**src/rtl/ring_fifo_pkg.sv**
```systemverilog
// Shared types and sizing helpers for the ring_fifo block.
package ring_fifo_pkg;

    function automatic int count_width(input int lengthBits);
        return lengthBits + 1;
    endfunction

    typedef struct packed {
        logic empty;
        logic full;
        logic almostEmpty;
        logic almostFull;
        logic overflow;
        logic underflow;
    } status_t;

endpackage

```
**src/rtl/ring_fifo_mem.sv**
```systemverilog
// Simple dual-port storage: one write port, one registered read port, no reset.
module ring_fifo_mem
    import ring_fifo_pkg::*;
#(
    parameter int WordSize   = 8,
    parameter int LengthBits = 3
) (
    input  logic                  clk,
    input  logic                  writeEnable,
    input  logic [LengthBits-1:0] writeAddr,
    input  logic [WordSize-1:0]   writeData,
    input  logic                  readEnable,
    input  logic [LengthBits-1:0] readAddr,
    output logic [WordSize-1:0]   readData
);

    logic [WordSize-1:0] mem [1 << LengthBits];

    // Read returns the pre-write word when both ports hit the same address.
    always_ff @(posedge clk) begin
        if (writeEnable) begin
            mem[writeAddr] <= writeData;
        end
        if (readEnable) begin
            readData <= mem[readAddr];
        end
    end

endmodule

```
**src/rtl/ring_fifo.sv**
```systemverilog
// Circular FIFO with occupancy count, thresholds and sticky overflow/underflow flags.
module ring_fifo
    import ring_fifo_pkg::*;
#(
    parameter int WordSize         = 8,
    parameter int LengthBits       = 3,
    parameter int AlmostFullLevel  = (1 << LengthBits) - 2,
    parameter int AlmostEmptyLevel = 1,
    parameter int OverwriteOnFull  = 0
) (
    input  logic                  clk,
    input  logic                  reset,
    input  logic                  flush,
    input  logic                  dataWriteEnable,
    input  logic [WordSize-1:0]   dataWrite,
    input  logic                  dataReadEnable,
    output logic                  dataReadAck,
    output logic [WordSize-1:0]   dataRead,
    output logic [LengthBits:0]   count,
    output logic                  empty,
    output logic                  full,
    output logic                  almostEmpty,
    output logic                  almostFull,
    output logic                  overflow,
    output logic                  underflow
);

    localparam int CountWidth = count_width(LengthBits);
    localparam logic [CountWidth-1:0] DepthC = CountWidth'(1 << LengthBits);
    localparam logic [CountWidth-1:0] AfC    = CountWidth'(AlmostFullLevel);
    localparam logic [CountWidth-1:0] AeC    = CountWidth'(AlmostEmptyLevel);
    localparam logic Overwrite = (OverwriteOnFull != 0);

    logic [LengthBits-1:0] rdPtr, wrPtr;
    logic [CountWidth-1:0] countQ;
    logic                  overflowQ, underflowQ, ackQ, haveData;
    logic [WordSize-1:0]   memData;
    status_t               status;
    logic                  doRead, doWrite, wrFull, dropOldest, active;

    always_comb begin
        status             = '0;
        status.empty       = (countQ == '0);
        status.full        = (countQ == DepthC);
        status.almostEmpty = (countQ <= AeC);
        status.almostFull  = (countQ >= AfC);
        status.overflow    = overflowQ;
        status.underflow   = underflowQ;
    end

    always_comb begin
        active     = reset && !flush;
        doRead     = dataReadEnable && !status.empty;
        wrFull     = dataWriteEnable && status.full && !doRead;
        doWrite    = dataWriteEnable && (!wrFull || Overwrite);
        dropOldest = wrFull && Overwrite;
    end

    ring_fifo_mem #(
        .WordSize   (WordSize),
        .LengthBits (LengthBits)
    ) u_mem (
        .clk         (clk),
        .writeEnable (active && doWrite),
        .writeAddr   (wrPtr),
        .writeData   (dataWrite),
        .readEnable  (active && doRead),
        .readAddr    (rdPtr),
        .readData    (memData)
    );

    always_ff @(posedge clk) begin
        if (!reset) begin
            rdPtr      <= '0;
            wrPtr      <= '0;
            countQ     <= '0;
            overflowQ  <= 1'b0;
            underflowQ <= 1'b0;
            ackQ       <= 1'b0;
            haveData   <= 1'b0;
        end else if (flush) begin
            rdPtr      <= '0;
            wrPtr      <= '0;
            countQ     <= '0;
            overflowQ  <= 1'b0;
            underflowQ <= 1'b0;
            ackQ       <= 1'b0;
        end else begin
            ackQ <= doRead;
            if (doRead || dropOldest) begin
                rdPtr <= rdPtr + 1'b1;
            end
            if (doWrite) begin
                wrPtr <= wrPtr + 1'b1;
            end
            if (doWrite && !doRead && !status.full) begin
                countQ <= countQ + 1'b1;
            end else if (doRead && !doWrite) begin
                countQ <= countQ - 1'b1;
            end
            if (wrFull) begin
                overflowQ <= 1'b1;
            end
            if (dataReadEnable && status.empty) begin
                underflowQ <= 1'b1;
            end
            if (doRead) begin
                haveData <= 1'b1;
            end
        end
    end

    // The unreset memory port is masked so dataRead reads zero until the first accepted read.
    assign dataRead    = haveData ? memData : '0;
    assign dataReadAck = ackQ;
    assign count       = countQ;
    assign empty       = status.empty;
    assign full        = status.full;
    assign almostEmpty = status.almostEmpty;
    assign almostFull  = status.almostFull;
    assign overflow    = status.overflow;
    assign underflow   = status.underflow;

endmodule

```
**config.mk**
```make
export PLATFORM = sky130hd
export DESIGN_NAME = ring_fifo
export DESIGN_NICKNAME = d
export VERILOG_FILES = /design/src/rtl/ring_fifo_pkg.sv /design/src/rtl/ring_fifo_mem.sv /design/src/rtl/ring_fifo.sv
export SDC_FILE = /design/constraint.sdc
export NUM_CORES = 1
export LEC_CHECK = 0
export BUFFER_PORTS_ARGS = -buffer_cell sky130_fd_sc_hd__buf_2
export CORE_MARGIN = 3
export CORE_UTILIZATION = 58
export CTS_BUF_LIST = sky130_fd_sc_hd__clkbuf_16
export DETAILED_ROUTE_END_ITERATION = 10
export PLACE_DENSITY = 0.8
export SLEW_MARGIN = 5
export SYNTH_ARGS = -nofsm -noshare
export SYNTH_HDL_FRONTEND = slang
export SYNTH_SLANG_ARGS = --single-unit
```
**constraint.sdc**
```tcl
create_clock -name clk -period 3.5 [get_ports clk]
set_clock_uncertainty 0.05 [all_clocks]
set_input_delay 0 -clock clk [delete_from_list [all_inputs] [get_ports clk]]
set_output_delay 0 -clock clk [all_outputs]
set_load 0.05 [all_outputs]
```
## Yosys cells after proc, flatten, opt, wreduce, memory -nomap -nowiden

Memories as Yosys holds them, arrays and structs flattened. A register that Yosys moved wholly into a read port is not among the register bits.
Index checks and enable logic that the tools add are counted.

| word-level totals | value |
|---|---|
| flip-flop bits (word level) | 14 |
| bits in writable memories | 64 |
| input port bits | 13 |
| output and inout port bits | 19 |
| word-level logic and storage cells | 43 |
| memories kept | 1 |

Memory list:

| name | words | bits a word | read ports | clocked after memory_dff | write ports | RTL line | RTL |
|---|---|---|---|---|---|---|---|
| u_mem.mem | 8 | 8 | 1 | 1 | 1 | ring_fifo_mem.sv:17 | `logic [WordSize-1:0] mem [1 << LengthBits];` |

| operators by class | value |
|---|---|
| add/subtract/negate cells | 4 |
| $lt $le $gt $ge | 2 |
| equal/unequal tests | 1 |
| mux-type cells | 5 |
| bitwise logic cells | 2 |
| reduce and logical (&&, ||, !) cells | 21 |

Operators by type and width:

| cell | number |
|---|---|
| 1-bit logical AND | 11 |
| 4-bit 2-to-1 mux | 2 |
| 8-bit 2-to-1 mux | 1 |
| 3-bit by 1-bit adder with 3-bit output, second input constant | 2 |
| 1-bit zero test | 6 |
| 4-bit by 1-bit adder with 4-bit output, second input constant | 1 |
| 4-bit == test, second input constant | 1 |
| 4-bit by 3-bit greater-or-equal comparator with 1-bit output, second input constant | 1 |
| 4-bit by 1-bit less-or-equal comparator with 1-bit output, second input constant | 1 |
| 4-bit zero test | 1 |
| 4-bit by 1-bit subtractor with 4-bit output, second input constant | 1 |
| 1-bit 2-to-1 mux | 2 |
| 1-bit inverter | 2 |
| 2-bit AND reduction | 1 |
| 2-bit nonzero test | 1 |
| 2-bit OR reduction | 1 |

## Logic depth before layout (Yosys ltp)

| depth | value |
|---|---|
| word-level depth | 11 |
| gate-level depth with buffers | 6 |
| gate-level depth less buffers | 6 |

## Cells and area by module

From an unflattened synthesis, not the netlist that was laid out.

| second synthesis, totals | value |
|---|---|
| cells, all modules | 214 |
| area total of the unflattened synthesis | 3609.7 um2 |

By module, submodules not included:

| module | times used | cells each | area each (um2) | seq. area each (um2) |
|---|---|---|---|---|
| ring_fifo_mem | 1 | 114 | 2771.4 | 2162.1 |
| ring_fifo | 1 | 100 | 838.3 | 280.3 |

## Least setup slack after synthesis

No wires, ideal clock.

| timing path | value |
|---|---|
| kind | register -> register |
| start | register countQ[0] (netlist: count[0]) |
| end | memory u_mem.mem[0][0] (enable) |
| setup time | 0.395 ns |
| data arrival time | 2.593 ns |
| required time | 3.055 ns |
| slack | 0.463 ns |
| stages on the path, launching flop included | 7 |
| buffers on the path | 0 |
| period minus slack after synthesis | 3.037 ns |
| path through | dfxtp_1 > inv_1 > ha_1 > nand2_1 > o31ai_1 > or2_2 > nor4_1 |

| on the way | value |
|---|---|
| cells in the longest elaborated chain, start to end | 10 |
| elaborated cells between the ends (all ways) | 12 |
| classes of those cells | 1 x eq/ne; 2 x mux; 9 x reduce/logical |

RTL lines:

| item | RTL line | RTL |
|---|---|---|
| from (decl) | ring_fifo.sv:35 | `logic [CountWidth-1:0] countQ;` |
| from (signal assigned) | ring_fifo.sv:97 | `countQ <= countQ + 1'b1;` |
| from (signal assigned) | ring_fifo.sv:99 | `countQ <= countQ - 1'b1;` |
| 4-bit zero test | ring_fifo.sv:43 | `status.empty = (countQ == '0);` |
| 1-bit zero test | ring_fifo.sv:53 | `doRead = dataReadEnable && !status.empty;` |
| 1-bit logical AND | ring_fifo.sv:53 |  |
| 1-bit zero test | ring_fifo.sv:54 | `wrFull = dataWriteEnable && status.full && !doRead;` |
| 1-bit logical AND * | ring_fifo.sv:54 |  |
| 1-bit zero test * | ring_fifo.sv:55 | `doWrite = dataWriteEnable && (!wrFull \|\| Overwrite);` |
| 1-bit logical AND * | ring_fifo.sv:55 |  |
| 1-bit logical AND * | ring_fifo.sv:64 | `.writeEnable (active && doWrite),` |
| 1-bit 2-to-1 mux * | ring_fifo_mem.sv:21 | `if (writeEnable) begin` |
| 1-bit 2-to-1 mux (implied by the code) * | ring_fifo_mem.sv:22 | `mem[writeAddr] <= writeData;` |
| to (decl) | ring_fifo_mem.sv:17 |  |

Every way passes the cells marked *; elsewhere a longest branch is shown, timed or not.

## Final worst setup path

| timing path | value |
|---|---|
| start | register countQ[0] (netlist: count[0]) |
| end | memory u_mem.mem[5][0] (enable) |

The elaborated chain is that of the path after synthesis.

==> impl_metrics.ini <==
[outcome]
status = finished clean

[clock_tree]
insertion_delay_ns = 0.34
cts.sinks = 86
clockBufferDepth = 2
cts_tree = yes
htreeDepth = 3
cts_setup_buffers = 0
cts_buffers = 9
cts.clk_slew.worst_paths_ns = 0.06
ctsRootBufferMaster = clkbuf_16
cts_resized = 0

[hold_path]
hold_depth = 4
hold_end = count[0]
hold_class = in -> reg
min_from = flush

[logic_synthesis]
synth_edf_count = 72
ys_warn_count = 0
ys_seq_area_share_pct = 68.3
synthDistinctLibCells = 38
avgSynthCellArea_um2 = 17.1
synth_cells = 209
syn_nets = 228
mappedNetlistArea_um2 = 3580
ys_seq_elements = 86
synthArstFlopShare_pct = 0
ys_dominant_reg_cell = edfxtp_1

[timing]
fin_crit_sh_pct = 78.0
worst_pin_slew_ns = 1.12
rsz0062_at_grt = false
hold_viol = 0
setup_violations = 0
slew_viol_final = 0
maxSlewHeadroom_pct = 24.9
tns_ns = 0
timing.final.ws_setup_ns = 0.772
fin_crit_ns = 2.73
max_freq_mhz = 367

[floorplan]
dieArea_um2 = 7140
io_pins = 32
initial_utilization_pct = 62.3
coreArea_um2 = 5740
die_x_um = 84.5
die_h_um = 84.5
core.rowCount = 27

[worst_setup_path]
r2r_cells = 6
r2r-end = u_mem.mem[5][0]
rr_startpoint = count[0]
cp_max_fo = 8
r2r_slack_ns = 0.77
crit_path_start_kind = flip-flop
cp_data_required_time_ns = 3.40
crit_type = reg -> reg
worstSetupEndpointType = flip-flop
arrival_ns = 2.63
critical_path.startpoint = count[0]

[route]
wl_per_cell_um = 18.7
first_iter_violations = 130
drt_first_pass_iters = 4
drcViolationCount = 0
route.vias.total = 1968
postRouteAntennaNets = 0
drt_wl_total_um = 6240
viasPerCell = 5.91

[place]
pre_cts_slack_ns = 0.797
port_buffers = 31
gp_congestion = 0.816
dp.cells = 306
dp_hpwl_um = 3870

[run]
maxCapViolations = 0

[layout]
stdcell_count = 333
num_antenna_cells = 0
nNetsFinal = 275
syn2layout_area_growth_pct = 17.2
drive_above_1_share_pct = 23.4

[power]
p_per_area_nw_per_um2 = 526
combinationalPowerShare_pct = 6.1
clock_power_share_pct = 42.8
net-switching-power_uw = 484
ir_drop_mv = 0.351
seqPwrFrac_pct = 51.2
p_leak_uw = 0.00149
swShare_pct = 22.0
power.internal_uw = 1720

[grt]
grt_max_degree = 19
overflow = 0
grt_pass1_vias = 1932
grt_usage_pct = 19.0
grt_pass1_wl_um = 10000
antenna_found_initial = 0
-- layout make-up --
type	count	area, um^2
clock buffers	9	225
clock inverters	7	71.3
fillers	358	1550
inverters	3	11.3
multi-input cells	110	1060
flip-flops and latches	86	2440
well taps	72	90.1
repair buffers	46	295
-- through the flow --
step	hold WS, ns	area [um^2]	power (uW)	util, %
after floorplan	0.0489	3580	1240	-
after global placement	0.184	3790	1270	65.9
after detailed placement	0.201	3790	1270	65.9
after CTS	0.0191	4190	2220	73.0
after global routing	0.0649	4190	2270	73.0
final	0.0334	4190	2210	73.0
-- worst max path at each step --
stage / cells past startpoint / slack [ns] / endpoint
after detailed placement: 6 / 0.80 / u_mem.mem[5][7]
after floorplan: 6 / 0.46 / u_mem.mem[0][0]
after global routing: 6 / 0.48 / u_mem.mem[5][5]
after CTS: 6 / 0.75 / u_mem.mem[5][0]
after global placement: 6 / 0.87 / u_mem.mem[5][7]
final: 6 / 0.77 / u_mem.mem[5][0]
-- state kept, by name, summed over array words and instances (netlist names) --
name and cells:
u_mem.mem 64, u_mem.readData 8, count 4, rdPtr 3, wrPtr 3, dataReadAck 1
haveData 1, overflow 1, underflow 1
-- critical path, cell delays in order, from the launching register on --
cell and delay, ns:
dfxtp_1 0.44, inv_1 0.12, ha_1 0.32, nand2_1 0.22, o311ai_0 0.14, buf_4 0.18, nor3_1 0.88
-- what timing repair did --
action	4_1_cts	5_1_grt
hold buffers	11	0
endpoints found under the setup margin	0	0
hold endpoints to repair	66	0
-- synth_stat cells, types with 2 or more instances --
cell type / count / share of area [%]
nor2_1: 17 / 1.8
mux2_2: 9 / 2.8
o311ai_0: 2 / 0.49
inv_1: 3 / 0.31
nor2b_1: 3 / 0.52
and2_1: 8 / 1.4
o21ai_0: 2 / 0.28
clkbuf_1: 5 / 0.52
a21oi_1: 4 / 0.56
ha_1: 6 / 2.1
nor4_1: 2 / 0.35
nand3b_1: 2 / 0.42
nand2b_1: 2 / 0.35
mux4_1: 16 / 12
nor3_1: 4 / 0.56
nand3_1: 3 / 0.42
dfxtp_1: 14 / 7.8
mux2i_1: 3 / 0.84
a31oi_1: 2 / 0.35
xor2_1: 3 / 0.73
nand2_1: 9 / 0.94
buf_2: 3 / 0.42
edfxtp_1: 72 / 60
-- power by group through the flow --
stage,registers [uW],logic (uW),clock network (uW)
after floorplan,1160,81.5,0
after global placement,1150,120,0
after detailed placement,1150,123,0
after CTS,1130,134,956
after global routing,1130,144,1000
final,1130,134,943
-- per-layer routing --
metal  GRT usage [%]  routed length, um  vias up
met5               0                  0        -
met1            26.2               2800      967
met3            4.12                384       10
li1                -                  -      926
met4            9.06                131        0
met2            29.1               2920       65
-- logic make-up (layout without fill, tap and decap cells) --
kind of cell | Yosys count | in the layout | synth area share (%)
buffers and inverters | 13 | 65 | 2.13
muxes | 28 | 28 | 15.4
xor gates and xnor gates | 3 | 3 | 0.735
adders and majority gates | 6 | 6 | 2.10
AOI/OAI and AO/OA | 20 | 20 | 3.95
DFF | 86 | 86 | 68.3
and+or+nand+nor | 53 | 53 | 7.35
-- cell usage in the layout (no fill, tap or decap), drive strengths merged, types with 4 or more instances in the layout --
cell type,instances
mux4,16
edfxtp,72
mux2,9
and2,8
buf,35
nand2,9
nor2,17
inv,5
dfxtp,14
ha,6
a21oi,4
dlygate4sd3,11
nor3,4
clkbuf,9
Power figures use the tool's default switching activity.
